File: config.mk
export PLATFORM = sky130hd
export DESIGN_NAME = apb_master
export DESIGN_NICKNAME = d
export VERILOG_FILES = /design/src/rtl/apb_pkg.sv /design/src/rtl/apb_wait_timer.sv /design/src/rtl/apb_master.sv
export SDC_FILE = /design/constraint.sdc
export NUM_CORES = 1
export LEC_CHECK = 0
export ABC_AREA = 1
export CORE_MARGIN = 4
export CORE_UTILIZATION = 45
export DETAILED_ROUTE_END_ITERATION = 8
export GPL_TIMING_DRIVEN = 0
export PLACE_DENSITY = 0.84
export SLEW_MARGIN = 20
export SYNTH_ARGS = -nofsm -noshare
export SYNTH_HDL_FRONTEND = slang
export SYNTH_HIERARCHICAL = 1
export SYNTH_SLANG_ARGS = --single-unit
File: constraint.sdc
create_clock -name pclk -period 3.7 [get_ports pclk]
set_input_delay 0.37 -clock pclk [delete_from_list [all_inputs] [get_ports pclk]]
set_output_delay 0.37 -clock pclk [all_outputs]
set_load 0.02 [all_outputs]
File: src/rtl/apb_pkg.sv
// Shared types and defaults for the single-outstanding APB3 requester.
package apb_pkg;

  localparam int unsigned APB_ADDR_W = 32'd32;
  localparam int unsigned APB_DATA_W = 32'd32;

  localparam logic [1:0] ST_IDLE   = 2'd0;
  localparam logic [1:0] ST_SETUP  = 2'd1;
  localparam logic [1:0] ST_ACCESS = 2'd2;
  localparam logic [1:0] ST_RESP   = 2'd3;

  typedef enum logic [1:0] {
    IDLE   = ST_IDLE,
    SETUP  = ST_SETUP,
    ACCESS = ST_ACCESS,
    RESP   = ST_RESP
  } apb_state_e;

  typedef struct packed {
    logic                  write;
    logic [APB_ADDR_W-1:0] addr;
    logic [APB_DATA_W-1:0] wdata;
  } apb_req_t;

  typedef struct packed {
    logic [APB_DATA_W-1:0] rdata;
    logic                  err;
  } apb_rsp_t;

endpackage

File: src/rtl/apb_wait_timer.sv
// Counts ACCESS cycles spent waiting for pready and flags when the limit is hit.
module apb_wait_timer #(
  parameter int unsigned TIMEOUT = 32'd16
) (
  input  logic pclk,
  input  logic presetn,
  input  logic clr_i,
  input  logic en_i,
  output logic expired_o
);

  localparam int unsigned CNT_W = (TIMEOUT > 32'd0) ? $clog2(TIMEOUT + 32'd1) : 32'd1;
  localparam logic [CNT_W-1:0] LIMIT   = CNT_W'(TIMEOUT);
  localparam logic [CNT_W-1:0] CNT_MAX = {CNT_W{1'b1}};

  logic [CNT_W-1:0] cnt_q;
  logic [CNT_W-1:0] cnt_d;

  // Next count: clear has priority, counting sticks at the top instead of wrapping
  always_comb begin
    cnt_d = cnt_q;
    if (clr_i) begin
      cnt_d = {CNT_W{1'b0}};
    end else if (en_i && (cnt_q != CNT_MAX)) begin
      cnt_d = cnt_q + CNT_W'(1'b1);
    end else begin
      cnt_d = cnt_q;
    end
  end

  // Counter register
  always_ff @(posedge pclk or negedge presetn) begin
    if (!presetn) begin
      cnt_q <= {CNT_W{1'b0}};
    end else begin
      cnt_q <= cnt_d;
    end
  end

  // A zero limit means the requester waits forever
  assign expired_o = (TIMEOUT != 32'd0) && (cnt_q == LIMIT);

endmodule

File: src/rtl/apb_master.sv
// APB3 requester: one command in flight, SETUP/ACCESS sequencing, pready timeout.
module apb_master
  import apb_pkg::*;
#(
  parameter int unsigned ADDR_W  = APB_ADDR_W,
  parameter int unsigned DATA_W  = APB_DATA_W,
  parameter int unsigned TIMEOUT = 32'd16
) (
  input  logic              pclk,
  input  logic              presetn,
  input  logic              req_valid_i,
  output logic              req_ready_o,
  input  logic              req_write_i,
  input  logic [ADDR_W-1:0] req_addr_i,
  input  logic [DATA_W-1:0] req_wdata_i,
  output logic              rsp_valid_o,
  input  logic              rsp_ready_i,
  output logic [DATA_W-1:0] rsp_rdata_o,
  output logic              rsp_err_o,
  output logic [ADDR_W-1:0] paddr_o,
  output logic              psel_o,
  output logic              penable_o,
  output logic              pwrite_o,
  output logic [DATA_W-1:0] pwdata_o,
  input  logic [DATA_W-1:0] prdata_i,
  input  logic              pready_i,
  input  logic              pslverr_i
);

  apb_state_e        state_q, state_d;
  logic [ADDR_W-1:0] paddr_q, paddr_d;
  logic              pwrite_q, pwrite_d;
  logic [DATA_W-1:0] pwdata_q, pwdata_d;
  logic [DATA_W-1:0] rdata_q, rdata_d;
  logic              err_q, err_d;
  logic              req_ready_q, psel_q, penable_q, rsp_valid_q;
  logic              timer_clr_s, timer_en_s, expired_s;

  apb_wait_timer #(
    .TIMEOUT(TIMEOUT)
  ) u_wait_timer (
    .pclk     (pclk),
    .presetn  (presetn),
    .clr_i    (timer_clr_s),
    .en_i     (timer_en_s),
    .expired_o(expired_s)
  );

  // Transfer sequencing; APB inputs only matter while in ACCESS
  always_comb begin
    state_d     = state_q;
    paddr_d     = paddr_q;
    pwrite_d    = pwrite_q;
    pwdata_d    = pwdata_q;
    rdata_d     = rdata_q;
    err_d       = err_q;
    timer_clr_s = 1'b0;
    timer_en_s  = 1'b0;
    case (state_q)
      IDLE: begin
        if (req_valid_i) begin
          state_d     = SETUP;
          paddr_d     = req_addr_i;
          pwrite_d    = req_write_i;
          pwdata_d    = req_wdata_i;
          timer_clr_s = 1'b1;
        end else begin
          state_d = IDLE;
        end
      end
      SETUP: begin
        state_d = ACCESS;
      end
      ACCESS: begin
        if (pready_i) begin
          state_d = RESP;
          rdata_d = pwrite_q ? {DATA_W{1'b0}} : prdata_i;
          err_d   = pslverr_i;
        end else if (expired_s) begin
          state_d = RESP;
          rdata_d = {DATA_W{1'b0}};
          err_d   = 1'b1;
        end else begin
          state_d    = ACCESS;
          timer_en_s = 1'b1;
        end
      end
      RESP: begin
        if (rsp_ready_i) begin
          state_d = IDLE;
        end else begin
          state_d = RESP;
        end
      end
      default: begin
        state_d = IDLE;
      end
    endcase
  end

  // Handshake/select flags are registered from next state so no input reaches an output
  always_ff @(posedge pclk or negedge presetn) begin
    if (!presetn) begin
      state_q     <= IDLE;
      paddr_q     <= {ADDR_W{1'b0}};
      pwrite_q    <= 1'b0;
      pwdata_q    <= {DATA_W{1'b0}};
      rdata_q     <= {DATA_W{1'b0}};
      err_q       <= 1'b0;
      req_ready_q <= 1'b1;
      psel_q      <= 1'b0;
      penable_q   <= 1'b0;
      rsp_valid_q <= 1'b0;
    end else begin
      state_q     <= state_d;
      paddr_q     <= paddr_d;
      pwrite_q    <= pwrite_d;
      pwdata_q    <= pwdata_d;
      rdata_q     <= rdata_d;
      err_q       <= err_d;
      req_ready_q <= (state_d == IDLE);
      psel_q      <= (state_d == SETUP) || (state_d == ACCESS);
      penable_q   <= (state_d == ACCESS);
      rsp_valid_q <= (state_d == RESP);
    end
  end

  assign req_ready_o = req_ready_q;
  assign rsp_valid_o = rsp_valid_q;
  assign rsp_rdata_o = rdata_q;
  assign rsp_err_o   = err_q;
  assign paddr_o     = paddr_q;
  assign psel_o      = psel_q;
  assign penable_o   = penable_q;
  assign pwrite_o    = pwrite_q;
  assign pwdata_o    = pwdata_q;

endmodule
==> results.json, run 1 <==
{
  "fp-row-count": 36,
  "status": "finished clean",
  "synthCells": 550,
  "endpoint_kind": "primary output",
  "power.density_nw_per_um2": 762,
  "vias": 4174,
  "cts_sinks": 109,
  "place_ws_ps": 1820,
  "power.leakage_nw": 3.62,
  "finClkSkew_ps": 9.99,
  "ys_ff_latch": 109,
  "post_drt_wl_per_cell_um": 14.4,
  "power_frac_comb_pct": 50.2,
  "path_buf_inv": 1,
  "rsz0062_at_grt": "false",
  "syn_area_per_cell_um2": 8.27,
  "seqPwrFrac_pct": 36.6,
  "layout-drive-gt1-share_pct": 6.48,
  "root_buffer": "clkbuf_8",
  "clk_latency_ps": 360,
  "worst_hold_slack_ps": 483,
  "async_flop_share_pct": 100,
  "start_kind": "flip-flop",
  "drt_first_iter_violations": 238,
  "ys_types": 19,
  "grt_pass1_wl_um": 20500,
  "diodes": 0,
  "hold_class": "flip-flop to flip-flop",
  "critPathMaxStageDelay_ps": 610,
  "fp.dieH_um": 109,
  "dieWidth_um": 109,
  "crit_type": "flip-flop to primary output",
  "place.detailed.hpwl_um": 10100,
  "io_pins": 205,
  "crit_fanout": 1,
  "slew_violations": 0,
  "switchingPower_w": 0.00212,
  "grt_start_max_net_pins": 64,
  "routed_wl_um": 13000,
  "clk_path_buf_depth": 2,
  "viasPerCell": 4.61,
  "synth.area.top_cells": "dfrtp_1, nand2_1, nor2_1, inv_1, ha_1",
  "hold_viol_final": 0,
  "critical_path_required_ps": 3330,
  "cts_buffers": 9,
  "finalInstanceArea_um2": 6980,
  "fmax_mhz": 534,
  "yosys-top-cells-count": "nand2_1, dfrtp_1, nor2_1, inv_1, buf_2",
  "grt_pass1_vias": 4119,
  "core-area_um2": 9820,
  "synth_most_common_cell": "nand2_1",
  "port-buffer-count": 204,
  "overflow": 0,
  "intPower_w": 0.00319,
  "antenna_found_initial": 0,
  "synth_nets": 659,
  "post-cts-setup-buffers": 0,
  "gp_congestion": 0.834,
  "setup_violations": 0,
  "irDropWorstVdd_v": 0.000399,
  "fin_nets": 876,
  "worstMarginPinSlew_ps": 436,
  "cts.clk_slew.worst_paths_ps": 100,
  "synthFlopType": "dfrtp_1",
  "drt-pass1-iter-count": 4,
  "synth_top_area_share_pct": 59.4,
  "path_cells": "clkdlybuf4s50_1",
  "critPathArrivalTime_ps": 1500,
  "route.detailed.drc": 0,
  "synth-edff-count": 0,
  "initial_core_util_pct": 46.3,
  "fin_ws_ps": 1830,
  "fin_crit_ps": 1870,
  "maxCapViolCount": 0,
  "nFillCells": 779,
  "critical-path-top-delay-family": "buffers and inverters",
  "cts_resized": 0,
  "syn_area_um2": 4550,
  "yosysWarnings": 6,
  "cts_tree": "yes",
  "cts.htree.levels": 3,
  "period_share_pct": 50.6,
  "area_growth_syn_to_layout_pct": 53.5,
  "dpl_cell_area_um2": 6780,
  "yosysTopAreaCell": "dfrtp_1",
  "grtUsageTotal_pct": 22.5,
  "swShare_pct": 40.0,
  "cp_slowest_cell": "clkdlybuf4s50_1",
  "antenna_left": 0,
  "ys_seq_area_share_pct": 60.0,
  "slew_headroom_pct": 71.0,
  "fin_util_pct": 71.1,
  "p_clk_share_pct": 13.2,
  "die_area_um2": 11800
}
==> power groups by stage <==
stage	logic, W	clock network (W)	registers (W)
3_3_place_gp	0.00262	0	0.00194
6_report	0.00267	0.000700	0.00195
3_5_place_dp	0.00269	0	0.00196
2_1_floorplan	0.000804	0	0.00250
5_1_grt	0.00290	0.000777	0.00201
4_1_cts	0.00270	0.000719	0.00195
==> routing by layer <==
metal / routed length [um] / track usage, % / vias up
met4: 405 / 8.57 / 0
met1: 5120 / 27.2 / 1943
li1: - / - / 2045
met2: 6590 / 37.9 / 154
met5: 0 / 0 / -
met3: 909 / 6.57 / 32
==> sequential cells by signal, summed over array words and instances (netlist names) <==
| register | flops |
|---|---|
| pwrite_o | 1 |
| pwdata_o | 32 |
| u_wait_timer/cnt_q | 5 |
| paddr_o | 32 |
| psel_o | 1 |
| rsp_rdata_o | 32 |
| rsp_err_o | 1 |
| state_q | 2 |
| rsp_valid_o | 1 |
| penable_o | 1 |
| req_ready_o | 1 |
==> worst paths after layout <==
kind	end	cells after the start	startpoint	slack, ps
worst max register to register	rsp_valid_o	10	u_wait_timer/cnt_q[1]	1950
max in group asynchronous	req_ready_o	3	presetn	2490
min in group asynchronous	pwdata_o[11]	2	presetn	510
worst min-delay path	pwdata_o[31]	2	pwdata_o[31]	480
worst max-delay path	req_ready_o	1	req_ready_o	1830
worst min register to register	pwdata_o[31]	2	pwdata_o[31]	480
==> cells by family after synthesis <==
| kind of cell | synth area share (%) |
|---|---|
| flops | 60.0 |
| compound gates | 0.495 |
| fa+ha+maj | 1.65 |
| simple gates | 30.5 |
| buf+inv | 7.32 |
==> metrics by stage <==
stage	instances	power, W	setup TNS [ps]
4_1_cts	905	0.00537	0
2_1_floorplan	550	0.00330	0
5_1_grt	905	0.00569	0
3_3_place_gp	887	0.00456	-196030
6_report	905	0.00531	0
3_5_place_dp	888	0.00465	0
==> placed cells by master (no fill, tap or decap), types with 2 or more instances in the layout <==
| master | Yosys | routed |
|---|---|---|
| a21oi_1 | 2 | 2 |
| buf_2 | 11 | 11 |
| buf_4 | 8 | 8 |
| buf_6 | 4 | 5 |
| clkbuf_1 | 0 | 3 |
| clkbuf_8 | 0 | 9 |
| clkdlybuf4s50_1 | 0 | 203 |
| clkinvlp_4 | 0 | 2 |
| dfrtp_1 | 108 | 108 |
| ha_1 | 6 | 6 |
| inv_1 | 41 | 41 |
| inv_2 | 5 | 5 |
| nand2_1 | 309 | 309 |
| nand2_2 | 3 | 3 |
| nand3_1 | 3 | 3 |
| nor2_1 | 43 | 43 |
==> worst reg2reg max path: cells and delay by family (launching register included) <==
kind	cells	cell delay [ps]
flip-flops	1	400
adder cells (fa/ha/maj)	2	390
AND/OR/NAND/NOR	5	490
buffers and inverters	3	360
==> timing repair <==
| action | 4_1_cts | 5_1_grt |
|---|---|---|
| hold endpoints to repair | 46 | 0 |
| hold buffers | 1 | 0 |
| setup endpoints to repair | 0 | 0 |
==> final cells by class <==
class	count	area, um2	share of cell area, %
buffer	23	160	2.29
clock buffer	12	135	1.94
clock inverter	4	50.0	0.717
inverter	46	173	2.47
multi-input combinational	372	1490	21.3
sequential	109	2730	39.1
tap	133	166	2.38
timing repair buffer	206	2080	29.8
Power figures use the tool's default switching activity.
==> run 2: changes to the inputs <==
--- a/config.mk
+++ b/config.mk
@@ -7,10 +7,10 @@
 export LEC_CHECK = 0
 export ABC_AREA = 1
 export CORE_MARGIN = 4
-export CORE_UTILIZATION = 45
+export CORE_UTILIZATION = 42
 export DETAILED_ROUTE_END_ITERATION = 8
 export GPL_TIMING_DRIVEN = 0
-export PLACE_DENSITY = 0.84
+export PLACE_DENSITY = 0.79
 export SLEW_MARGIN = 20
 export SYNTH_ARGS = -nofsm -noshare
 export SYNTH_HDL_FRONTEND = slang
==> constraint.sdc (replaced) <==
create_clock -name pclk -period 1.75 [get_ports pclk]
set_input_delay 0.175 -clock pclk [delete_from_list [all_inputs] [get_ports pclk]]
set_output_delay 0.175 -clock pclk [all_outputs]
set_load 0.02 [all_outputs]
==> run 2 against run 1 <==
- routed wire length fell by 1.8%
- worst hold slack got worse by 230 ps
- sequential power rose by 110%
- global-route usage fell by 2.4 points
- first-iteration DRC count rose by 18%
- highest routed layer unchanged
==> results.json, run 2 (synthesis gave the netlist of run 1 again) <==
{
  "cts.clk_slew.worst_paths_ps": 100,
  "grt_busiest_layer": "met2",
  "cts_sinks": 109,
  "grt_pass1_vias": 4092,
  "diodes": 0,
  "io_pins": 205,
  "fmax_mhz": 587,
  "routed_wl_um": 12800,
  "cts_buffers": 9,
  "die_area_um2": 12600,
  "hold_viol_final": 0,
  "drt-pass1-iter-count": 4,
  "total_power_w": 0.0114,
  "grt_util_met1_pct": 23.7,
  "critical_path_required_ps": 2010,
  "grtUsageTotal_pct": 20.1,
  "irDropWorstVdd_v": 0.000925,
  "layout-drive-gt1-share_pct": 8.24,
  "fin_nets": 881,
  "place.detailed.hpwl_um": 9650,
  "route.detailed.drc": 0,
  "grt_pass1_wl_um": 20400,
  "gp_congestion": 0.779,
  "crit_type": "flip-flop to flip-flop",
  "use_met2_pct": 35.3,
  "cts.htree.levels": 3,
  "dieWidth_um": 112,
  "fp.dieH_um": 112,
  "maxCapViolCount": 0,
  "period_share_pct": 97.4,
  "power.leakage_nw": 3.67,
  "port-buffer-count": 204,
  "area_growth_syn_to_layout_pct": 55.6,
  "crit_fanout": 5,
  "worst_hold_slack_ps": 250,
  "placedCellCount": 891,
  "clk_latency_ps": 370,
  "layout_common_cells": "nand2_1, clkdlybuf4s50_1, dfrtp_1, nor2_1, inv_1",
  "worstMarginPinSlew_ps": 389,
  "final_cells": 913,
  "core-area_um2": 10400,
  "cpMostUsedCell": "nand2_2",
  "slew_headroom_pct": 74.1,
  "fp-row-count": 37,
  "critPathMaxStageDelay_ps": 430,
  "setup_violations": 0,
  "fin_crit_ps": 1700,
  "root_buffer": "clkbuf_8",
  "overflow": 0,
  "endpoint_kind": "flip-flop",
  "finalInstanceArea_um2": 7080,
  "critPathArrivalTime_ps": 1960,
  "slew_violations": 0,
  "power.density_nw_per_um2": 1610,
  "status": "finished clean",
  "antenna_found_initial": 0,
  "grt_start_max_net_pins": 77,
  "antenna_left": 0,
  "drt_first_iter_violations": 280,
  "path_cells": "inv_2 -> ha_4 -> nand2_2 -> nor3_4 -> inv_1 -> nand2_2 -> nor2_1 -> nand2_2 -> nor2_1 -> a211oi_1",
  "hold_class": "input pin to asynchronous set/reset pin",
  "setup-tns-final_ps": 0,
  "grt_util_met3_pct": 5.23,
  "final_common_cell": "nand2_1",
  "clk_path_buf_depth": 2,
  "initial_core_util_pct": 43.7,
  "vias": 4116,
  "post_drt_wl_per_cell_um": 14.0,
  "viasPerCell": 4.51,
  "cts_tree": "yes",
  "finClkSkew_ps": 6.45,
  "start_kind": "flip-flop",
  "dpl_cell_area_um2": 6790,
  "cp_slowest_cell": "dfrtp_1"
}
==> run 2: per-stage QoR <==
step           setup slack, ps  utilization (%)
6_report                  45.6             67.9
3_5_place_dp             -19.2             65.2
5_1_grt                  -59.5             67.9
4_1_cts                   8.53             67.3
2_1_floorplan              223                -
3_3_place_gp             -3530             64.9
==> run 2: worst paths after layout <==
check,from,end,slack [ps],cells past startpoint
worst max-delay path,u_wait_timer/cnt_q[0],u_wait_timer/cnt_q[1],50,10
min in group pclk,req_addr_i[6],paddr_o[6],330,3
worst min register to register,pwdata_o[18],pwdata_o[18],490,2
worst min-delay path,presetn,paddr_o[17],250,2
max in group asynchronous,presetn,paddr_o[31],810,3
worst max register to register,u_wait_timer/cnt_q[0],u_wait_timer/cnt_q[1],50,10
==> run 2: what timing repair did <==
item                                    in CTS  in global routing
pin swaps                                    0                  4
hold endpoints to repair                    33                  0
hold buffers                                 1                  0
endpoints found under the setup margin       2                  4
buffers inserted                             0                  5
resized for setup                            2                  9
==> run 2: worst max-delay path: cells and delay by family, from the launching register on <==
family | cells | cell delay, ps
fa+ha+maj | 1 | 130
simple gates | 6 | 600
compound gates | 1 | 260
flops | 1 | 430
buf+inv | 2 | 170
==> run 2: final cells by class <==
class                      instances  area [um2]
multi-input combinational        372        1520
clock inverter                     5        60.1
buffer                            23         163
fill                             850        3340
sequential                       109        2730
inverter                          46         173
tap                              136         170
clock buffer                      11         141
timing repair buffer             211        2120
==> run 2: metal layers <==
| metal | part of all wire, % | up-vias |
|---|---|---|
| met5 | 0 | - |
| met4 | 2.6 | 0 |
| met3 | 6.0 | 22 |
| met2 | 52 | 132 |
| met1 | 40 | 1909 |
| li1 | - | 2053 |
==> run 2: where the power goes <==
part | leakage (nW) | switching [W] | internal (W) | total, W
clock network | 0.0995 | 0.000839 | 0.000705 | 0.00154
registers | 1.39 | 0.000583 | 0.00354 | 0.00413
logic | 2.18 | 0.00311 | 0.00264 | 0.00575
total | 3.67 | 0.00453 | 0.00688 | 0.0114
==> variant 1 (config.mk and constraints of run 1) <==
`TIMEOUT` is set to 32'd16 in 2 places; all go to 32'd32.
--- a/src/rtl/apb_wait_timer.sv
+++ b/src/rtl/apb_wait_timer.sv
@@ -1,6 +1,6 @@
 // Counts ACCESS cycles spent waiting for pready and flags when the limit is hit.
 module apb_wait_timer #(
-  parameter int unsigned TIMEOUT = 32'd16
+  parameter int unsigned TIMEOUT = 32'd32
 ) (
   input  logic pclk,
   input  logic presetn,
--- a/src/rtl/apb_master.sv
+++ b/src/rtl/apb_master.sv
@@ -4,7 +4,7 @@
 #(
   parameter int unsigned ADDR_W  = APB_ADDR_W,
   parameter int unsigned DATA_W  = APB_DATA_W,
-  parameter int unsigned TIMEOUT = 32'd16
+  parameter int unsigned TIMEOUT = 32'd32
 ) (
   input  logic              pclk,
   input  logic              presetn,
Check against the original RTL: same outputs for any inputs over 10 cycles, from zero or initial values and one cycle with presetn low; that may be too few to reach the edited logic, so the function may still have changed.
==> variant 1 against run 1 <==
Setup slack improved by 0.0034 ns; routed wire length increased by 2.5%; cell area increased by 2.2%; sequential cell count increased by 1; power increased by 5.9%; non-clock buffer count unchanged; maximum frequency increased by 0.18%; combinational power increased by 7.9%; synthesized area increased by 2.9%; critical endpoint unchanged.
==> variant 1: results (changes against run 1) <==
dpl ws 1.83 ns (was 1.82 ns); status completed (unchanged); comb_multi_in 383 (was 372); final net count 891 (was 876); placed insts 904 (was 888); Layout clock area frac 2.83% (was 2.65%); Leak 3.72 nW (was 3.62 nW); Core ar. 0.00995 mm² (was 0.00982 mm²); Peak VDD IR 381 µV (was 399 µV); Initial DRC Count 242 (was 238); Fill cells 735 (was 779); first-pass GRT wire length 20800 µm (was 20500 µm); TritonRoute pass-1 iters 5 (was 4); Final Skew 0.00879 ns (was 0.00999 ns); wire per inst 14.5 µm (was 14.4 µm); gpl congestion 0.801 (was 0.834); #FFs+latches synth 110 (was 109); top cells by count, synth nand2_1, dfrtp_1, inv_1, nor2_1, buf_2 (was nand2_1, dfrtp_1, nor2_1, inv_1, buf_2); Area after DPL 0.00692 mm² (was 0.00678 mm²); clock power share 12.9% (was 13.2%); area occupied by multi-input gates 0.00158 mm² (was 0.00149 mm²); Synth Instances 566 (was 550); fraction of layout cells with a size suffix above 1 7.11% (was 6.48%); Global Route Usage Sum 22.3% (was 22.5%); FF/Latch Area 0.00275 mm² (was 0.00273 mm²); area delta synth->final 52.3% (was 53.5%); via count 4231 (was 4174); top cells by area, synth dfrtp_1, nand2_1, inv_1, nor2_1, ha_1 (was dfrtp_1, nand2_1, nor2_1, inv_1, ha_1); hpwl dp 10300 µm (was 10100 µm); Int Pwr 3.37 mW (was 3.19 mW); net count after synthesis 674 (was 659); sequential-to-total area share from yosys stat 58.8% (was 60.0%); largest net degree at the start of global routing 59 (was 64); Worst Max-Slew Pin Slew 0.550 ns (was 0.436 ns)
-- variant 1: worst paths after layout --
| check | endpoint | startpoint | slack (ns) |
|---|---|---|---|
| setup reg to reg | psel_o | u_wait_timer/cnt_q[0] | 1.86 |
| hold / removal | paddr_o[0] | paddr_o[0] | 0.49 |
| hold reg to reg | paddr_o[0] | paddr_o[0] | 0.49 |
| min in group asynchronous | pwdata_o[6] | presetn | 0.54 |
| max in group asynchronous | rsp_err_o | presetn | 2.52 |
| setup / recovery | req_ready_o | req_ready_o | 1.83 |
-- variant 1: power groups by stage --
stage	Clock (mW)	Combinational [mW]	Sequential, mW
after CTS	0.752	2.92	2.02
after detailed placement	0	2.90	2.03
after floorplan	0	0.859	2.62
after global routing	0.809	3.13	2.08
after global placement	0	2.82	2.01
final	0.728	2.88	2.02
-- variant 1: cells by family after synthesis --
kind of cell	count (synthesis)	share of synthesized area (%)
compound gates	4	0.588
fa+ha+maj	5	1.34
buf+inv	73	7.43
flops	110	58.8
simple gates	374	31.8
-- variant 1: repair_timing --
action                    CTS  global route
buffers inserted            0             0
hold endpoints to repair   56             0
gates resized for setup     0             0
hold buffers                1             0
-- variant 1: routing by layer --
| layer | vias up | GRT usage [%] | routed length [µm] |
|---|---|---|---|
| met4 | 0 | 5.70 | 236 |
| met3 | 20 | 7.80 | 1340 |
| met2 | 159 | 39.0 | 6550 |
| met1 | 1952 | 26.0 | 5230 |
| met5 | - | 0 | 0 |
| li1 | 2100 | - | - |
-- variant 1: worst register-to-register path, delay by kind of cell (launching register included) --
family / cells / cell delay, ns
adder cells (fa/ha/maj): 2 / 0.47
buffers and inverters: 2 / 0.19
AND/OR/NAND/NOR: 6 / 0.66
flip-flops: 1 / 0.41
==> variant 2 (settings of run 1) <==
Made on the original files. Make the reset (`presetn`) synchronous in 2 clocked blocks.
--- a/src/rtl/apb_wait_timer.sv
+++ b/src/rtl/apb_wait_timer.sv
@@ -29,7 +29,7 @@
   end
 
   // Counter register
-  always_ff @(posedge pclk or negedge presetn) begin
+  always_ff @(posedge pclk) begin
     if (!presetn) begin
       cnt_q <= {CNT_W{1'b0}};
     end else begin
--- a/src/rtl/apb_master.sv
+++ b/src/rtl/apb_master.sv
@@ -99,7 +99,7 @@
   end
 
   // Handshake/select flags are registered from next state so no input reaches an output
-  always_ff @(posedge pclk or negedge presetn) begin
+  always_ff @(posedge pclk) begin
     if (!presetn) begin
       state_q     <= IDLE;
       paddr_q     <= {ADDR_W{1'b0}};
Check against the original RTL: differs if presetn is asserted again (counterexample within 4 cycles, from zero or initial values and one cycle with presetn low); with presetn held inactive, the same outputs for 4 cycles.
==> variant 2 against run 1 <==
Setup slack improved by 0.097 ns; cell area shrank 1.6%; cell count grew 9.4%; synthesized area down 1.9%; clock skew fell by 0.00071 ns; routed wire length grew 0.51%; sequential cell count is the same; critical path type is now flop to flop; critical endpoint is now req_ready_o.
Power is not compared: it rests on default switching activity, and its combinational part moved more than twofold at a synthesized area within 25%.
==> variant 2: results (changes against run 1) <==
Non-clock buffers 238 (was 229); DRT met1 WL 5220 µm (was 5120 µm); Crit path largest cell delay 0.34 ns (was 0.61 ns); buffering overhead 33.2% (was 32.1%); final net count 962 (was 876); gpl congestion 0.818 (was 0.834); net count after synthesis 747 (was 659); comb_multi_in 411 (was 372); Seq Cell Count 109 (unchanged); top cells by count, synth nor2_1, dfxtp_1, inv_1, nand2_1, o21ai_0 (was nand2_1, dfrtp_1, nor2_1, inv_1, buf_2); Fill cells 809 (was 779); post-synth cell types 20 (was 19); Met3 Routed Length 1420 µm (was 909 µm); fraction of layout cells with a size suffix above 1 6.07% (was 6.48%); GRT met1 Usage 23.9% (was 27.2%); slowest CP cell dfxtp_1 (was clkdlybuf4s50_1); status completed (unchanged); met2 WL post-DR 6200 µm (was 6590 µm); largest net degree at the start of global routing 17 (was 64); ys flop type dfxtp_1 (was dfrtp_1); Worst Max-Slew Pin Slew 0.405 ns (was 0.436 ns); asr flop ratio synth 0% (was 100%); sequential-to-total area share from yosys stat 48.9% (was 60.0%); Initial DRC Count 153 (was 238); met2 usage 40.3% (was 37.9%); crit path DAT 2.03 ns (was 1.50 ns); FF/Latch Area 0.00218 mm² (was 0.00273 mm²); Final Skew 0.00927 ns (was 0.00999 ns); Area after DPL 0.00667 mm² (was 0.00678 mm²); Global Route Usage Sum 22.8% (was 22.5%); placed insts 975 (was 888); Layout clock area frac 2.91% (was 2.65%); first-pass GRT wire length 21000 µm (was 20500 µm); Max FO, Critical Path 4 (was 1); via count 4465 (was 4174)
-- variant 2: cell types whose count changed after synthesis, moves of 12 or more --
cell / run 1 / this run
nor2_1: 43 / 239
o21ai_0: 1 / 57
dfrtp_1: 108 / 0
dfxtp_1: 0 / 109
nand2_1: 309 / 79
inv_1: 41 / 79
o21ai_1: 0 / 12
-- variant 2: path summary, 6_finish.rpt --
kind | start | to | slack, ns | cells past startpoint
worst max register to register | u_wait_timer/cnt_q[0] | req_ready_o | 1.92 | 9
worst max-delay path | u_wait_timer/cnt_q[0] | req_ready_o | 1.92 | 9
worst min-delay path | rsp_err_o | rsp_err_o | 0.49 | 2
worst min register to register | rsp_err_o | rsp_err_o | 0.49 | 2
-- variant 2: logic make-up after synthesis --
kind of cell	after synthesis	share of synthesized area, %
AOI/OAI and AO/OA	74	8.44
adders and majority gates	6	1.68
buffers and inverters	118	12.4
DFF	109	48.9
and+or+nand+nor	331	28.6
